<file path="src/rtl/peri_write_if.sv">
// Peripheral write port plus the drained external bus, bundled for the write sink.
// The slave modport is the sink's view; master is the environment driving it.
interface peri_write_if #(
    parameter int ADDR_W = 16,
    parameter int DATA_W = 16
);
    logic              peri_web;
    logic [ADDR_W-1:0] peri_addr;
    logic [DATA_W-1:0] peri_datao;
    logic              ext_valid;
    logic [ADDR_W-1:0] ext_addr;
    logic [DATA_W-1:0] ext_data;
    logic              ext_ready;

    modport slave (
        input  peri_web, peri_addr, peri_datao, ext_ready,
        output ext_valid, ext_addr, ext_data
    );

    modport master (
        output peri_web, peri_addr, peri_datao, ext_ready,
        input  ext_valid, ext_addr, ext_data
    );
endinterface

</file>
<file path="src/rtl/peri_write_sink.sv">
// Captures every write from a non-stallable peripheral port into a FIFO and drains
// it one entry at a time through a registered valid/ready output stage.
module peri_write_sink #(
    parameter  int DEPTH  = 8,
    parameter  int ADDR_W = 16,
    parameter  int DATA_W = 16,
    localparam int CNT_W  = $clog2(DEPTH) + 1
) (
    input  logic             clk,
    input  logic             rst_n,
    peri_write_if.slave      bus,
    input  logic             clr_err,
    output logic [CNT_W-1:0] fifo_count,
    output logic             busy,
    output logic             overflow,
    output logic             addr_err
);

    localparam int               PTR_W = $clog2(DEPTH);
    localparam logic [CNT_W-1:0] FULL  = CNT_W'(DEPTH);

    typedef enum logic {IDLE, SEND} state_t;

    typedef struct packed {
        logic [ADDR_W-1:0] addr;
        logic [DATA_W-1:0] data;
    } entry_t;

    state_t           state_q;
    logic             ext_valid_q;
    entry_t           held_q;
    entry_t           mem_q [DEPTH];
    logic [PTR_W-1:0] wr_ptr_q, wr_ptr_d;
    logic [PTR_W-1:0] rd_ptr_q, rd_ptr_d;
    logic [CNT_W-1:0] count_q, count_d;
    logic             overflow_q, overflow_d;
    logic             addr_err_q, addr_err_d;

    logic fifo_empty;
    logic addr_ok;
    logic push_req;
    logic addr_bad;
    logic pop;
    logic push;

    // Page 0x00xx is reserved; writes there never reach the FIFO.
    assign addr_ok    = bus.peri_addr[15:8] != 8'h00;
    assign push_req   = !bus.peri_web && addr_ok;
    assign addr_bad   = !bus.peri_web && !addr_ok;
    assign fifo_empty = count_q == '0;

    // A pop frees a slot on the same edge, so a full FIFO still accepts a write then.
    assign pop  = !fifo_empty && (state_q == IDLE || bus.ext_ready);
    assign push = push_req && (count_q != FULL || pop);

    // NOTE: every variable gets a default at the top of always_comb so no path
    // leaves it unassigned, which would otherwise infer a latch.
    always_comb begin
        wr_ptr_d   = wr_ptr_q + PTR_W'(push);
        rd_ptr_d   = rd_ptr_q + PTR_W'(pop);
        count_d    = count_q;
        if (push && !pop) begin
            count_d = count_q + 1'b1;
        end else if (pop && !push) begin
            count_d = count_q - 1'b1;
        end
        overflow_d = (overflow_q && !clr_err) || (push_req && !push);
        addr_err_d = (addr_err_q && !clr_err) || addr_bad;
    end

    // NOTE: sequential state is always updated with non-blocking assignments so every
    // register samples the pre-edge values, independent of statement order.
    always_ff @(posedge clk or negedge rst_n) begin
        if (!rst_n) begin
            wr_ptr_q   <= '0;
            rd_ptr_q   <= '0;
            count_q    <= '0;
            overflow_q <= 1'b0;
            addr_err_q <= 1'b0;
        end else begin
            wr_ptr_q   <= wr_ptr_d;
            rd_ptr_q   <= rd_ptr_d;
            count_q    <= count_d;
            overflow_q <= overflow_d;
            addr_err_q <= addr_err_d;
        end
    end

    // NOTE: the storage array has no reset; the pointers and count already mark
    // every entry invalid, so resetting the data would only cost flops.
    always_ff @(posedge clk) begin
        if (push) begin
            mem_q[wr_ptr_q] <= '{addr: bus.peri_addr, data: bus.peri_datao};
        end
    end

    // Drain FSM: the output register is loaded only from the FIFO head, never bypassed.
    always_ff @(posedge clk or negedge rst_n) begin
        if (!rst_n) begin
            state_q     <= IDLE;
            ext_valid_q <= 1'b0;
            held_q      <= '0;
        end else begin
            case (state_q)
                IDLE: begin
                    if (pop) begin
                        held_q      <= mem_q[rd_ptr_q];
                        ext_valid_q <= 1'b1;
                        state_q     <= SEND;
                    end
                end
                SEND: begin
                    if (bus.ext_ready) begin
                        if (pop) begin
                            held_q <= mem_q[rd_ptr_q];
                        end else begin
                            ext_valid_q <= 1'b0;
                            state_q     <= IDLE;
                        end
                    end
                end
                default: begin
                    ext_valid_q <= 1'b0;
                    state_q     <= IDLE;
                end
            endcase
        end
    end

    assign bus.ext_valid = ext_valid_q;
    assign bus.ext_addr  = held_q.addr;
    assign bus.ext_data  = held_q.data;
    assign fifo_count    = count_q;
    assign busy          = ext_valid_q || !fifo_empty;
    assign overflow      = overflow_q;
    assign addr_err      = addr_err_q;

endmodule

</file>
<file path="src/flat_wrapper.sv">
// flat-port wrapper written by rule: the top's interface ports become plain ports
module peri_write_sink_flat 
#(
    parameter  int DEPTH  = 8,
    parameter  int ADDR_W = 16,
    parameter  int DATA_W = 16,
    localparam int CNT_W  = $clog2(DEPTH) + 1
)
  (clk, rst_n, clr_err, fifo_count, busy, overflow, addr_err, bus_peri_web, bus_peri_addr, bus_peri_datao, bus_ext_ready, bus_ext_valid, bus_ext_addr, bus_ext_data);
  peri_write_if #(.ADDR_W(ADDR_W), .DATA_W(DATA_W)) bus_i ();
  input  logic clk;
  input  logic rst_n;
  input  logic clr_err;
  output logic [CNT_W-1:0] fifo_count;
  output logic busy;
  output logic overflow;
  output logic addr_err;
  input wire logic [$bits(bus_i.peri_web)-1:0] bus_peri_web;
  input wire logic [$bits(bus_i.peri_addr)-1:0] bus_peri_addr;
  input wire logic [$bits(bus_i.peri_datao)-1:0] bus_peri_datao;
  input wire logic [$bits(bus_i.ext_ready)-1:0] bus_ext_ready;
  output wire logic [$bits(bus_i.ext_valid)-1:0] bus_ext_valid;
  output wire logic [$bits(bus_i.ext_addr)-1:0] bus_ext_addr;
  output wire logic [$bits(bus_i.ext_data)-1:0] bus_ext_data;
  assign bus_i.peri_web = bus_peri_web;
  assign bus_i.peri_addr = bus_peri_addr;
  assign bus_i.peri_datao = bus_peri_datao;
  assign bus_i.ext_ready = bus_ext_ready;
  assign bus_ext_valid = bus_i.ext_valid;
  assign bus_ext_addr = bus_i.ext_addr;
  assign bus_ext_data = bus_i.ext_data;
  peri_write_sink #(.DEPTH(DEPTH), .ADDR_W(ADDR_W), .DATA_W(DATA_W)) u_core (.clk(clk), .rst_n(rst_n), .bus(bus_i), .clr_err(clr_err), .fifo_count(fifo_count), .busy(busy), .overflow(overflow), .addr_err(addr_err));
endmodule
</file>
<file path="config.mk">
export PLATFORM = sky130hd
export DESIGN_NAME = peri_write_sink_flat
export DESIGN_NICKNAME = d
export VERILOG_FILES = /design/src/rtl/peri_write_if.sv /design/src/rtl/peri_write_sink.sv /design/src/flat_wrapper.sv
export SDC_FILE = /design/constraint.sdc
export NUM_CORES = 1
export LEC_CHECK = 0
export CORE_MARGIN = 2
export CORE_UTILIZATION = 41
export DETAILED_ROUTE_END_ITERATION = 7
export SYNTH_ARGS = -nofsm -noshare
export SYNTH_HDL_FRONTEND = slang
export SYNTH_SLANG_ARGS = --single-unit
</file>
<file path="constraint.sdc">
create_clock -name clk -period 6.1 [get_ports clk]
set_clock_uncertainty 0.05 [all_clocks]
set_input_delay 0.915 -clock clk [delete_from_list [all_inputs] [get_ports clk]]
set_output_delay 0.915 -clock clk [all_outputs]
set_load 0.005 [all_outputs]
</file>
* Word-level counts from Yosys, hierarchy flattened *
Memories as Yosys holds them, arrays and structs flattened.
Index checks and enable logic that the tools add are counted.

operators by class
  add/sub/neg operators = 4
  equal/unequal tests = 4
  mux-type cells = 14
  bitwise gates (word level) = 1
  reduce and logical (&&, ||, !) cells = 24

operators by type and width
  cell                                                   count
  two-way mux 32 bit                                     2
  one-hot mux 32 bit (2 select lines)                    1
  logical AND 1 bit                                      9
  two-way mux 4 bit                                      2
  nonzero test 8 bit                                     1
  two-way mux 1 bit                                      7
  adder 3 x 1 -> 3 bit                                   2
  zero test 1 bit                                        6
  logical OR 1 bit                                       5
  adder 4 x 1 -> 4 bit, second input constant            1
  zero test 4 bit                                        1
  inequality test 2 bit, second input constant           2
  inequality test 4 bit, second input constant           1
  one-hot mux 1 bit (2 select lines)                     2
  subtractor 4 x 1 -> 4 bit, second input constant       1
  AND reduction 3 bit                                    1
  inequality test 2 x 1 -> 1 bit, second input constant  1
  nonzero test 2 bit                                     1
  inverter 1 bit                                         1

storage, ports and cells
  bits in registers = 46
  bits in writable memories = 256
  input bits = 37
  memories = 1

memories
  name          depth  width  rd ports  clocked after memory_dff  wr ports  RTL line               RTL
  u_core.mem_q  8      32     1         0                         1         peri_write_sink.sv:32  entry_t mem_q [DEPTH];

* Longest topological paths before layout *
Gate-level depths: netlist of run 1.

  depth after elaboration = 9
  depth in mapped cells = 11
  depth with buffers taken out = 11

* Worst setup path after synthesis of run 1 *
OpenSTA, ideal clock, no wires.

  path kind = input -> register
  from = input bus_peri_addr[12]
  to = memory u_core.mem_q[4][0] in the netlist's numbering (enable)
  setup time = 0.502 ns
  arrival time = 4.289 ns
  data required time = 5.548 ns
  path slack = 1.259 ns
  stages on the path = 4
  cell sequence = nor4_1 > nand2_1 > nand3_1 > nor4_1

on the way
  word-level cells in the longest chain between the ends = 5

RTL lines
  what                                     RTL line               RTL
  start, declared                          flat_wrapper.sv:19     input wire logic [$bits(bus_i.peri_addr)-1:0] bus_peri_addr;
  nonzero test 8 bit                       peri_write_sink.sv:47  assign addr_ok = bus.peri_addr[15:8] != 8'h00;
  logical AND 1 bit                        peri_write_sink.sv:48  assign push_req = !bus.peri_web && addr_ok;
  logical AND 1 bit                        peri_write_sink.sv:54  assign push = push_req && (count_q != FULL || pop);
  two-way mux 1 bit                        peri_write_sink.sv:92  if (push) begin
  two-way mux 1 bit (implied by the code)  peri_write_sink.sv:93  mem_q[wr_ptr_q] <= '{addr: bus.peri_addr, data: bus.peri_datao};
  end, declared                            peri_write_sink.sv:32

Every way passes these cells.

* Worst setup path after layout of run 1 *
  from = input bus_peri_addr[10]
  to = register u_core.count_q[3] (netlist: u_core.fifo_count[3])

on the way
  word-level cells in the longest chain between the ends = 6
  elaborated cells on any way between the ends = 8
  those cells by class = 1 x mux; 7 x reduce/logical

RTL lines
  what                          RTL line               RTL
  nonzero test 8 bit (*)        peri_write_sink.sv:47
  logical AND 1 bit (*)         peri_write_sink.sv:48
  logical AND 1 bit (*)         peri_write_sink.sv:54
  zero test 1 bit               peri_write_sink.sv:64  end else if (pop && !push) begin
  logical AND 1 bit             peri_write_sink.sv:64
  nonzero test 2 bit (no line)  --
  end signal, assigned          peri_write_sink.sv:83  count_q <= count_d;
  end, declared                 peri_write_sink.sv:35  logic [CNT_W-1:0] count_q, count_d;

Every way passes the cells marked *; elsewhere a longest branch is shown, timed or not.
A chain may end at the register's enable or synchronous reset.

==> results of run 1 <==
layer usage:
metal	vias up	part of all wire [%]
met5	-	0
met4	0	2.3
met3	44	4.8
met2	140	48
met1	3013	45
li1	2852	-
tightest hold or removal path, delay by kind of cell, from the launching register on:
kind,cells,cell delay [ns]
flip-flops,1,0.34
AND/OR/NAND/NOR,2,0.10
how the worst max path moves through the flow:
stage	from	end	slack (ns)	cells past startpoint
2_1_floorplan	bus_peri_addr[12]	u_core.mem_q[4][0]	1.26	4
3_3_place_gp	bus_peri_addr[11]	u_core.fifo_count[3]	2.11	11
3_5_place_dp	bus_peri_addr[11]	u_core.fifo_count[3]	1.95	11
4_1_cts	bus_peri_addr[11]	u_core.fifo_count[3]	2.54	11
5_1_grt	bus_peri_addr[10]	u_core.fifo_count[3]	2.41	11
6_report	bus_peri_addr[10]	u_core.fifo_count[3]	2.53	11
through the flow:
step | utilization, % | worst slack, ns
floorplan | - | 1.259
global placement | 45.60 | 2.107
detailed placement | 45.60 | 1.948
CTS | 48.98 | 2.536
global route | 48.99 | 2.407
finish | 48.99 | 2.533
state kept, by name, summed over array words and instances, names as in the netlist:
| signal | flops |
|---|---|
| u_core.bus.ext_addr | 16 |
| u_core.state_q | 1 |
| u_core.bus.ext_valid | 1 |
| u_core.fifo_count | 4 |
| u_core.overflow | 1 |
| u_core.wr_ptr_q | 3 |
| u_core.bus.ext_data | 16 |
| u_core.rd_ptr_q | 3 |
| u_core.addr_err | 1 |
| u_core.mem_q | 256 |
cells in the final DEF, fill, tap and decap left out, types with 3 or more instances in the layout:
| cell | count |
|---|---|
| a22oi_1 | 64 |
| buf_4 | 14 |
| clkbuf_1 | 12 |
| clkbuf_16 | 31 |
| clkbuf_8 | 3 |
| clkdlybuf4s50_1 | 75 |
| clkinv_1 | 3 |
| clkinv_2 | 5 |
| dfrtp_1 | 45 |
| edfxtp_1 | 256 |
| ha_1 | 7 |
| inv_1 | 4 |
| mux2i_1 | 129 |
| nand2_1 | 73 |
| nand3_1 | 5 |
| nand3_2 | 29 |
| nor2_4 | 6 |
| nor3_1 | 4 |
area by class of cell:
| class | instances | area [sq um] |
|---|---|---|
| diodes | 1 | 2.502 |
| clock buffers | 46 | 862.1 |
| multi-input cells | 350 | 2811 |
| repair buffers | 90 | 860.8 |
| inverters | 5 | 21.27 |
| clock inverters | 11 | 103.9 |
| flip-flops and latches | 302 | 8842 |
| well taps | 384 | 480.5 |
| fillers | 2422 | 14560 |
cells by family after synthesis:
family,after synthesis
compound gates,73
xor+xnor,4
fa+ha+maj,8
buf+inv,42
flops,302
mux,130
simple gates,135
power breakdown:
| part | total [uW] | switching [uW] | internal (uW) |
|---|---|---|---|
| Clock | 1780 | 725 | 1050 |
| Combinational | 1940 | 1080 | 853 |
| Sequential | 2920 | 255 | 2670 |
==> results by group, run 1 <==
Run status
  • Status: completed

Setup path
  • Reg2Reg Capture Point: u_core.fifo_count[3]
  • Flop-to-flop setup slack: 2.68 ns
  • Critical path type: in2reg
  • Crit start category: input pin
  • Slowest stage cell on the critical path: clkdlybuf4s50_1
  • Crit path buf inv count: 2
  • CP max FO: 9
  • R2r worst-path depth: 8
  • Crit. End Element: register
  • Delay-heaviest family, CP: simple AND/OR/NAND/NOR gates
  • Crit path largest cell delay: 0.55 ns
  • RR Startpoint: u_core.fifo_count[2]
  • Arrival @ worst endpoint: 3.93 ns
  • WP data required: 6.46 ns
  • CP Cell Sequence: clkdlybuf4s50_1, nor4_1, nand2_1, nand2_1, nor2_1, ha_1, inv_1, ha_1, a21o_1, a2111oi_0, o31ai_1

Yosys
  • Synth top cells by count: 256 x edfxtp_1, 129 x mux2i_1, 73 x nand2_1
  • Mux contribution to synthesized area: 11.00%
  • Post-Syn Area per Cell: 17.07 sq um
  • Syn_nets: 739
  • Top cell type by total area after synthesis: edfxtp_1
  • Synth Area in Simple Gates: 6.391%
  • Post-synthesis xor/xnor area fraction: 0.2958%
  • Synth top area cells: edfxtp_1 65%, mux2i_1 11%, dfrtp_1 9.7%
  • Post-synth top flop: edfxtp_1
  • Post-synth top area share: 64.91%
  • Post-synthesis adder-cell area fraction: 0.9085%
  • Mapped Cells: 694
  • Count of cell types in the netlist: 36
  • Synth Area in Compound Gates: 4.574%
  • Sequential fraction of the synthesis area: 74.62%
  • Number of synthesized flops with an enable pin: 256
  • Largest family of logic cells by synthesized area: multiplexers
  • Cell with the most instances after synthesis: edfxtp_1
  • Async SR Flop Fraction: 15.23%
  • Yosys reg bits: 302
  • Post-Synthesis Cell Area: 0.01184 sq mm
  • Yosys warns: 0

Flow run
  • Max cap viols: 0

Placed design
  • Dpl cells: 1131
  • Placed Area: 0.01302 sq mm
  • Placer Congestion: 0.7623
  • Port bufs: 76
  • HPWL Detailed: 13820 um

STA
  • Final setup fails: 0
  • Hold Slack: 0.4230 ns
  • Worst-margin pin slew: 1.148 ns
  • Max transition margin: 23.31%
  • RSZ-0062 raised after global routing: no
  • Final hold vios: 0
  • Total negative setup slack: 0 ns
  • Final Cycle Share: 58.48%
  • Fmax: 280.3 MHz
  • Min Tclk post-route: 3.567 ns
  • Fin. max-slew vios: 0

Floorplan
  • Die X: 174.0 um
  • Rows: 62
  • Core box area: 0.02855 sq mm
  • Die Ht: 174.0 um
  • Initial Util: 41.49%
  • Die area: 0.03026 sq mm
  • Ports: 77

Global route
  • Pin count of the biggest net entering global routing: 47
  • Met2 Use GR: 26.64%
  • First-pass GRT wire length: 36960 um
  • GRT busiest layer: met2
  • Total GRT Usage: 15.88%
  • Gr ovfl total: 0
  • Initial antenna violation count: 1
  • GR Util met1: 21.46%
  • Vias in the first global route: 6271
  • GRT met3 Usage: 2.690%

Detailed routing
  • Vias/cell: 5.087
  • Final ANT Viol Nets: 0
  • First DRT Iteration DRCs: 409
  • Final wirelength: 23930 um
  • DR vias: 6049
  • Post-route DRC violation count: 0
  • Post-DR wirelength/cell: 20.13 um
  • DR pass1 iterations: 5

Clock network
  • Clock tree buffer depth: 3
  • Clk_lat worst skew: 0.55 ns
  • CTS root buf: clkbuf_16
  • CTS tree: done
  • Setup bufs post-CTS: 0
  • Worst-path clk slew: 0.06 ns
  • # clock sinks: 302
  • Hold_buf cts: 0
  • CTS buffer count: 31
  • Htree depth: 1
  • CTS resizes: 0

Worst hold path
  • Tightest Hold Check Type: reg2reg
  • Hold path cells: 2
  • Hold path startpoint: u_core.bus.ext_data[13]
  • WHS Endpoint: u_core.bus.ext_data[13]

Cells and area
  • P&R area growth vs syn: 18.08%
  • Post-route insts no fill: 1189
  • Fraction of layout cells with a size suffix above 1: 12.81%
  • Final nets: 825
  • Fin area: 0.01398 sq mm

Pwr
  • Power, Total: 6637 uW
  • PwrDens: 474.6 mW/mm^2
  • Leakage: 0.005107 uW
  • Peak supply drop: 273.4 uV
No activity file was read; power rests on OpenSTA's default activity.
==> run 2, diff against run 1 <==
==> constraint.sdc (replaced) <==
create_clock -name clk -period 3.43 [get_ports clk]
set_clock_uncertainty 0.05 [all_clocks]
set_input_delay 0.5145 -clock clk [delete_from_list [all_inputs] [get_ports clk]]
set_output_delay 0.5145 -clock clk [all_outputs]
set_load 0.005 [all_outputs]
==> results by group, run 2 (same netlist as run 1, synthesis figures left out) <==
Setup path
  • Slowest stage cell on the critical path: clkdlybuf4s50_1 (unchanged)
  • CP max FO: 9 (unchanged)
  • Crit start category: input pin (unchanged)
  • CP Cell Sequence: clkdlybuf4s50_1, nor4_1, nand2_1, nand2_1, nor2_1, ha_1, inv_1, ha_1, a21o_1, a2111oi_0, o31ai_1 (unchanged)
  • Critical path type: in2reg (unchanged)
  • Crit path largest cell delay: 0.56 ns (was 0.55 ns)
  • Crit path buf inv count: 2 (unchanged)
  • Crit. End Element: register (unchanged)
  • Delay-heaviest family, CP: compound AO/OA/AOI/OAI gates (was simple AND/OR/NAND/NOR gates)
  • Number of cells on the critical path: 11 (unchanged)
  • R2r worst-path depth: 10 (was 8)
  • Arrival @ worst endpoint: 3.08 ns (was 3.93 ns)
  • WP data required: 3.80 ns (was 6.46 ns)

Detailed routing
  • Post-DR wirelength/cell: 20.61 um (was 20.13 um)
  • First DRT Iteration DRCs: 375 (was 409)
  • Final wirelength: 24950 um (was 23930 um)
  • Post-route DRC violation count: 0 (unchanged)
  • Vias/cell: 5.147 (was 5.087)
  • Final ANT Viol Nets: 0 (unchanged)
  • DR vias: 6233 (was 6049)
  • DR pass1 iterations: 4 (was 5)

STA
  • Max transition margin: 41.98% (was 23.31%)
  • Final Cycle Share: 78.95%
  • Worst-margin pin slew: 0.8682 ns (was 1.148 ns)
  • Hold Slack: 0.02793 ns (was 0.4230 ns)
  • RSZ-0062 raised after global routing: no (unchanged)
  • Fin. max-slew vios: 0 (unchanged)
  • Final hold vios: 0 (unchanged)
  • Fmax: 369.3 MHz
  • Final setup fails: 0 (unchanged)
  • Total negative setup slack: 0 ns (unchanged)
  • Final worst slack: 0.7220 ns (was 2.533 ns)
  • Min Tclk post-route: 2.708 ns

Cells and area
  • Fin area: 0.01426 sq mm (was 0.01398 sq mm)
  • Register area: 0.008842 sq mm (unchanged)
  • Fraction of layout cells with a size suffix above 1: 15.60% (was 12.81%)
  • Largest reg by FF count: u_core.mem_q (unchanged)
  • Filler cells: 2441 (was 2422)
  • Final core utilization: 49.97% (was 48.99%)
  • Commonest non-fill, non-tap cell in the layout: edfxtp_1 (unchanged)
  • Multi-input logic area: 0.002829 sq mm (was 0.002811 sq mm)
  • Max reg flops: 256 (unchanged)
  • P&R area growth vs syn: 20.44% (was 18.08%)
  • Antenna cells: 0 (was 1)
  • Final nets: 848 (was 825)
  • Most frequent cells in the layout: 256 x edfxtp_1, 129 x mux2i_1, 75 x clkdlybuf4s50_1 (unchanged)

Floorplan
  • Die X: 174.0 um (unchanged)
  • Rows: 62 (unchanged)
  • Die area: 0.03026 sq mm (unchanged)
  • Initial Util: 41.49% (unchanged)
  • Die Ht: 174.0 um (unchanged)
  • Ports: 77 (unchanged)
  • Core box area: 0.02855 sq mm (unchanged)

Global route
  • Initial antenna violation count: 1 (unchanged)
  • First-pass GRT wire length: 39260 um (was 36960 um)
  • Gr ovfl total: 0 (unchanged)
  • Total GRT Usage: 16.76% (was 15.88%)
  • Pin count of the biggest net entering global routing: 49 (was 47)
  • Vias in the first global route: 6656 (was 6271)

Clock network
  • Setup bufs post-CTS: 0 (unchanged)
  • Worst-path clk slew: 0.06 ns (about the same)
  • CTS root buf: clkbuf_16 (unchanged)
  • CTS tree: done (unchanged)
  • Htree depth: 1 (unchanged)
  • Hold_buf cts: 0 (unchanged)
  • CTS resizes: 0 (unchanged)
  • # clock sinks: 302 (unchanged)
  • Clock tree buffer depth: 3 (unchanged)
  • Clk_lat worst skew: 0.55 ns (about the same)
  • CTS buffer count: 30 (was 31)

Worst hold path
  • Tightest Hold Check Type: in2async (was reg2reg)

Pwr
  • PwrDens: 843.0 mW/mm^2 (was 474.6 mW/mm^2)
  • Leakage: 0.005260 uW (was 0.005107 uW)
  • Peak supply drop: 459.2 uV (was 273.4 uV)

Placed design
  • Placer Congestion: 0.7584 (was 0.7623)
  • DP Worst Slack: 0.1746 ns (was 1.948 ns)
  • HPWL Detailed: 14820 um (was 13820 um)
  • Port bufs: 76 (unchanged)
  • Placed Area: 0.01329 sq mm (was 0.01302 sq mm)

Flow run
  • Max cap viols: 0 (unchanged)

Run status
  • Status: completed (unchanged)
## run 2: path summary, 6_finish.rpt
check                                       start                     end  slack [ns]
max reg2reg                  u_core.fifo_count[1]    u_core.fifo_count[3]        0.84
min in group clk           u_core.bus.ext_data[8]  u_core.bus.ext_data[8]        0.42
max in group asynchronous                   rst_n  u_core.bus.ext_addr[9]        2.54
max                             bus_peri_addr[13]    u_core.fifo_count[3]        0.72
min reg2reg                u_core.bus.ext_data[8]  u_core.bus.ext_data[8]        0.42
min                                         rst_n          u_core.state_q        0.03
## run 2: metal layers
layer	vias up	wire length (um)	GRT usage, %
li1	2899	-	-
met1	3132	11200	23.23
met2	159	12020	27.84
met3	41	1170	2.734
met4	2	548	4.132
met5	-	9	0
## run 2: where the power goes
| part | leakage [uW] | internal (uW) | switching (uW) | total, uW |
|---|---|---|---|---|
| Combinational | 0.00191 | 1640 | 2020 | 3660 |
| Clock | 0.000480 | 1890 | 1320 | 3210 |
| Sequential | 0.00287 | 4740 | 415 | 5150 |
## run 2: final cells by class
cell class | instances | share of cell area [%]
clock buffer | 38 | 5.692
clock inverter | 18 | 1.149
inverter | 5 | 0.1491
multi-input combinational | 350 | 19.83
sequential | 302 | 61.99
tap | 384 | 3.368
timing repair buffer | 114 | 7.824
## run 2: stage by stage
step | instances | power [uW]
after floorplan | 694 | 7468
after global placement | 1155 | 8831
after detailed placement | 1155 | 8939
after CTS | 1211 | 12170
after global routing | 1211 | 12650
final | 1211 | 12030
